[src/rtl/la_iopwrseq_pkg.sv]
// Shared definitions for the IO-ring power sequencer.
// The 3-bit state codes are exported here so that status decoders elsewhere
// in the padring interpret the sequencer's state output identically.
package la_iopwrseq_pkg;

  localparam logic [2:0] PWR_OFF      = 3'd0;
  localparam logic [2:0] PWR_DEBOUNCE = 3'd1;
  localparam logic [2:0] PWR_UNISO    = 3'd2;
  localparam logic [2:0] PWR_STAGE    = 3'd3;
  localparam logic [2:0] PWR_READY    = 3'd4;
  localparam logic [2:0] PWR_DOWN     = 3'd5;
  localparam logic [2:0] PWR_FAULT    = 3'd6;

  typedef enum logic [2:0] {
    S_OFF      = PWR_OFF,
    S_DEBOUNCE = PWR_DEBOUNCE,
    S_UNISO    = PWR_UNISO,
    S_STAGE    = PWR_STAGE,
    S_READY    = PWR_READY,
    S_DOWN     = PWR_DOWN,
    S_FAULT    = PWR_FAULT
  } pwr_state_t;

  // Width of the stage index; a single group still needs one bit.
  function automatic int idx_width(input int n);
    return (n <= 2) ? 1 : $clog2(n);
  endfunction

endpackage

[src/rtl/la_dsync.sv]
// Two-flop synchronizer for asynchronous power-good inputs.
// Both flops clear on reset so a supply is considered bad until proven good.
module la_dsync (
  input  logic clk,
  input  logic nreset,
  input  logic din,
  output logic dout
);

  logic meta;

  // Shift the raw input through two flops to resolve metastability.
  always_ff @(posedge clk or negedge nreset) begin
    if (!nreset) begin
      meta <= 1'b0;
      dout <= 1'b0;
    end else begin
      meta <= din;
      dout <= meta;
    end
  end

endmodule

[src/rtl/la_iopwrseq.sv]
// IO-ring power sequencer.
// Debounces the core and IO power-good indications, then releases isolation
// and enables pad groups one at a time, tearing them down in reverse order.
// Losing either supply forces isolation on and all pads off immediately.
module la_iopwrseq
  import la_iopwrseq_pkg::*;
#(
  parameter int NSTAGE   = 4,
  parameter int DEBOUNCE = 1000,
  parameter int SETTLE   = 64,
  parameter int CW       = 16
) (
  input  logic              clk,
  input  logic              nreset,
  input  logic              pg_vdd,
  input  logic              pg_vddio,
  input  logic              req,
  output logic              iso,
  output logic [NSTAGE-1:0] ioen,
  output logic              ready,
  output logic              fault,
  output logic [2:0]        state
);

  localparam int IW = idx_width(NSTAGE);

  // Debounce releases on the sample after DEBOUNCE consecutive good samples,
  // so the counter compares against DEBOUNCE itself.
  localparam logic [CW-1:0]     DB_LAST  = CW'(DEBOUNCE);
  localparam logic [CW-1:0]     ST_LAST  = CW'(SETTLE - 1);
  localparam logic [IW-1:0]     IDX_LAST = IW'(NSTAGE - 1);
  localparam logic [NSTAGE-1:0] IOEN_LSB = NSTAGE'(1);

  logic pg_vdd_s;
  logic pg_vddio_s;
  logic pg_ok;

  pwr_state_t        state_q, state_d;
  logic [CW-1:0]     cnt_q, cnt_d;
  logic [IW-1:0]     idx_q, idx_d;
  logic              iso_q, iso_d;
  logic [NSTAGE-1:0] ioen_q, ioen_d;
  logic              ready_q, ready_d;
  logic              fault_q, fault_d;

  logic [CW-1:0] cnt_inc;
  logic          settled;
  logic          supply_lost;
  logic          req_dropped;

  la_dsync u_sync_vdd (
    .clk    (clk),
    .nreset (nreset),
    .din    (pg_vdd),
    .dout   (pg_vdd_s)
  );

  la_dsync u_sync_vddio (
    .clk    (clk),
    .nreset (nreset),
    .din    (pg_vddio),
    .dout   (pg_vddio_s)
  );

  assign pg_ok   = pg_vdd_s & pg_vddio_s;
  assign cnt_inc = cnt_q + CW'(1);
  assign settled = (cnt_q == ST_LAST);

  // Supply loss outranks a request drop, which outranks counter expiry.
  assign supply_lost = !pg_ok &&
                       (state_q inside {S_UNISO, S_STAGE, S_READY, S_DOWN});
  assign req_dropped = !req && (state_q inside {S_UNISO, S_STAGE, S_READY});

  // State, counters and all outputs are registered together.
  always_ff @(posedge clk or negedge nreset) begin
    if (!nreset) begin
      state_q <= S_OFF;
      cnt_q   <= '0;
      idx_q   <= '0;
      iso_q   <= 1'b1;
      ioen_q  <= '0;
      ready_q <= 1'b0;
      fault_q <= 1'b0;
    end else begin
      state_q <= state_d;
      cnt_q   <= cnt_d;
      idx_q   <= idx_d;
      iso_q   <= iso_d;
      ioen_q  <= ioen_d;
      ready_q <= ready_d;
      fault_q <= fault_d;
    end
  end

  // Next-state and next-output decision; pad enables always form a
  // thermometer code from bit 0, so staging shifts a one in at the bottom
  // and teardown shifts the top set bit out.
  always_comb begin
    state_d = state_q;
    cnt_d   = cnt_q;
    idx_d   = idx_q;
    iso_d   = iso_q;
    ioen_d  = ioen_q;
    ready_d = ready_q;
    fault_d = fault_q;

    if (supply_lost) begin
      state_d = S_FAULT;
      cnt_d   = '0;
      idx_d   = '0;
      iso_d   = 1'b1;
      ioen_d  = '0;
      ready_d = 1'b0;
      fault_d = 1'b1;
    end else if (req_dropped) begin
      state_d = S_DOWN;
      cnt_d   = '0;
      ready_d = 1'b0;
    end else begin
      case (state_q)
        S_OFF: begin
          iso_d   = 1'b1;
          ioen_d  = '0;
          ready_d = 1'b0;
          fault_d = 1'b0;
          if (req && pg_ok) begin
            state_d = S_DEBOUNCE;
            cnt_d   = '0;
            idx_d   = '0;
          end
        end
        S_DEBOUNCE: begin
          if (!req) begin
            state_d = S_OFF;
            cnt_d   = '0;
          end else if (!pg_ok) begin
            cnt_d = '0;
          end else if (cnt_q == DB_LAST) begin
            state_d = S_UNISO;
            cnt_d   = '0;
            iso_d   = 1'b0;
          end else begin
            cnt_d = cnt_inc;
          end
        end
        S_UNISO: begin
          if (settled) begin
            state_d = S_STAGE;
            cnt_d   = '0;
            idx_d   = '0;
            ioen_d  = (ioen_q << 1) | IOEN_LSB;
          end else begin
            cnt_d = cnt_inc;
          end
        end
        S_STAGE: begin
          if (settled) begin
            cnt_d = '0;
            if (idx_q == IDX_LAST) begin
              state_d = S_READY;
              ready_d = 1'b1;
            end else begin
              idx_d  = idx_q + IW'(1);
              ioen_d = (ioen_q << 1) | IOEN_LSB;
            end
          end else begin
            cnt_d = cnt_inc;
          end
        end
        S_READY: begin
          ready_d = 1'b1;
        end
        S_DOWN: begin
          if (settled) begin
            cnt_d = '0;
            if (|ioen_q) begin
              ioen_d = ioen_q >> 1;
            end else if (!iso_q) begin
              iso_d = 1'b1;
            end else begin
              state_d = S_OFF;
              idx_d   = '0;
            end
          end else begin
            cnt_d = cnt_inc;
          end
        end
        S_FAULT: begin
          if (!req) begin
            state_d = S_OFF;
            cnt_d   = '0;
            fault_d = 1'b0;
          end
        end
        default: begin
          state_d = S_OFF;
          cnt_d   = '0;
          idx_d   = '0;
          iso_d   = 1'b1;
          ioen_d  = '0;
          ready_d = 1'b0;
          fault_d = 1'b0;
        end
      endcase
    end
  end

  assign iso   = iso_q;
  assign ioen  = ioen_q;
  assign ready = ready_q;
  assign fault = fault_q;
  assign state = state_q;

endmodule

[config.mk]
export PLATFORM = sky130hd
export DESIGN_NAME = la_iopwrseq
export DESIGN_NICKNAME = d
export VERILOG_FILES = /design/src/rtl/la_iopwrseq_pkg.sv /design/src/rtl/la_dsync.sv /design/src/rtl/la_iopwrseq.sv
export SDC_FILE = /design/constraint.sdc
export NUM_CORES = 1
export LEC_CHECK = 0
export BUFFER_PORTS_ARGS = -buffer_cell sky130_fd_sc_hd__buf_2
export CORE_ASPECT_RATIO = 2
export CORE_UTILIZATION = 52
export CTS_BUF_LIST = sky130_fd_sc_hd__clkbuf_16
export DETAILED_ROUTE_END_ITERATION = 10
export GPL_TIMING_DRIVEN = 1
export PLACE_DENSITY = 0.7
export SYNTH_ARGS = -nofsm -noshare
export SYNTH_HDL_FRONTEND = slang
export SYNTH_SLANG_ARGS = --single-unit
[constraint.sdc]
create_clock -name clk -period 5.1 [get_ports clk]
set_input_delay 1.275 -clock clk [delete_from_list [all_inputs] [get_ports clk]]
set_output_delay 1.275 -clock clk [all_outputs]
set_load 0.05 [all_outputs]
==> reports/qor.csv <==
metric,value,unit
outcome,completed,
grt.total_usage,27.3,%
fin_nets,251,
cp_data_required_time,5.29,ns
synth-edff-count,0,
fin_crit_sh,55.6,%
drive_gt1_share,13.5,%
r2r-start,state[0]$_DFFE_PN0P_,
postSynthCellCount,238,
multi_input_area,1200,um2
fp-row-count,32,
wl_per_cell,17.3,um
arrival,3.03,ns
ys_async_sr_fraction,100,%
fp.dieArea,4370,um2
grt_pass1_vias,1883,
syn2layout_area_growth,9.06,%
postSynthAreaPerCell,8.94,um2
reg2reg_to,cnt_q[5]$_DFFE_PN0P_,
ios,15,
die_height,92.5,um
cts_buffers,5,
synthFlopType,dfrtp_1,
grt_max_degree,33,
dr_total_vias,1884,
min_from,u_sync_vddio.meta$_DFF_PN0_,
setup_tns,0,ns
via_per_inst,6.39,
dr.pass1.iters,4,
finClkSkew,0.00374,ns
reg2reg_slack,2.56,ns
yosysSeqAreaShare,37.7,%
clock_sinks,32,
setup_viol,0,
hold_viol,0,
slew_viol_final,0,
drc_errors,0,
syn_area,2130,um2
final.fill_count,363,
dp_hpwl,3770,um
start_util,54.8,%
ant_nets,0,
synth_top_area_cell,dfrtp_1,
holdPathEnd,u_sync_vddio.dout$_DFF_PN0_,
grt_overflow,0,
clock_path_buffers,2,
worst_pin_slew,0.766,ns
synth_top_area_share,36.5,%
diodes,0,
root_buffer,clkbuf_16,
final_core_util,59.7,%
first_iter_violations,72,
cts_resized,0,
synth_most_common_cell,dfrtp_1,
leakage,0.000921,uW
syn_nets,246,
cp_max_fo,16,
cts_hold_buf,0,
core,3880,um2
rsz0062_at_grt,no,
ys_warn_count,0,
clk_latency,0.27,ns
io_buffers,14,
cts_tree,done,
antenna_found_initial,0,
rr_worst_depth,5,
ys_ff_latch,32,
finalCriticalPeriod,2.83,ns
synthTopCellsByCount,"31 x dfrtp_1, 18 x nand2_1, 17 x a21oi_1, 13 x inv_1, 13 x nor2_1",
crit_path_end_kind,register,
synthTopCellsByArea,"dfrtp_1 36%, a21oi_1 4.0%, xnor2_1 3.3%, nand2_1 3.2%, a31oi_1 2.6%",
finalWirelength,5090,um
crit_type,in2reg,
peakVddDrop,0.278,mV
relSlewSlack,48.9,%
power_density,510,nW/um2
grt_pass1_wl,8630,um
regArea,802,um2
min_path_cells,0,
die_w,47.2,um
clkTransAtPathRegs,0.05,ns
postCtsSetupBuffers,0,
worstHoldPathType,reg2reg,
drv_cap,0,
place_congestion,0.860,
critPathLaunchType,primary input,
h-tree-depth,2,
max_freq,353,MHz
ys_types,60,
==> final cells by class <==
type                       count  share of cell area [%]
tap                           51                    2.75
timing repair buffer          14                    3.02
inverter                      13                    2.10
sequential                    32                    34.6
multi-input combinational    177                    51.7
clock buffer                   5                    5.39
clock inverter                 3                   0.485
==> layout by cell type, fill, tap and decap left out, drive strengths merged, types with 4 or more instances in the layout <==
cell    count
nor2       13
a211oi      5
nand3      11
dfrtp      31
xnor2       8
nand3b      4
nor3       10
buf        14
inv        15
a31oi       9
nand2      18
clkbuf      5
nand4       4
mux2i       5
o21ai      13
nor4        4
a21oi      17
==> how the worst max path moves through the flow <==
stage                     startpoint                    to  slack (ns)  cells past startpoint
after detailed placement         req  cnt_q[5]$_DFFE_PN0P_        2.00                      6
final                            req  cnt_q[5]$_DFFE_PN0P_        2.27                      6
after floorplan                  req  state[0]$_DFFE_PN0P_        2.41                      6
after global routing             req  cnt_q[5]$_DFFE_PN0P_        2.09                      6
after CTS                        req  cnt_q[3]$_DFFE_PN0P_        2.29                      6
after global placement           req  cnt_q[3]$_DFFE_PN0P_        2.05                      6
==> cell families (layout without fill, tap and decap cells) <==
logic type      count (synthesis)  in the layout  share of synthesized area, %
compound gates                 74             74                          24.6
flops                          32             32                          37.7
xor+xnor                       10             10                          4.12
buf+inv                        29             35                          5.94
simple gates                   82             82                          21.9
mux                             8              8                          3.94
fa+ha+maj                       3              3                          1.76
==> stage by stage <==
| step | total power [uW] | cell area, um2 | hold slack (ns) | std cells | worst slack (ns) |
|---|---|---|---|---|---|
| after floorplan | 806 | 2130 | 0.331 | 238 | 2.41 |
| after global placement | 911 | 2180 | 0.334 | 287 | 2.05 |
| after detailed placement | 912 | 2180 | 0.336 | 287 | 2.00 |
| after CTS | 1190 | 2320 | 0.347 | 295 | 2.29 |
| after global routing | 1260 | 2320 | 0.348 | 295 | 2.09 |
| final | 1180 | 2320 | 0.344 | 295 | 2.27 |
==> state kept, by name (all words and copies together), names as in the netlist, 2 cells and up <==
register	flops
cnt_q	16
ioen	4
state	3
idx_q	2
==> report_power, final <==
group	switching [uW]	leakage [uW]	total [uW]	internal, uW
Clock	97.7	0.0000738	273	175
Combinational	352	0.000422	530	178
Sequential	96.1	0.000425	382	285
==> worst max-delay path: stages <==
cell       delay, ns
buf_2           0.26
nand3b_1        0.16
or3_1           0.37
o2bb2ai_2       0.38
nand2_1         0.34
o22ai_1         0.25
==> per-layer routing <==
metal / vias to the layer above / track usage [%] / wire (um)
met5: - / 0 / 0
met4: 0 / 17.6 / 244
met3: 20 / 3.51 / 122
met2: 53 / 48.2 / 2900
met1: 909 / 27.0 / 1820
li1: 902 / - / -
(Power assumes the default switching activity.)
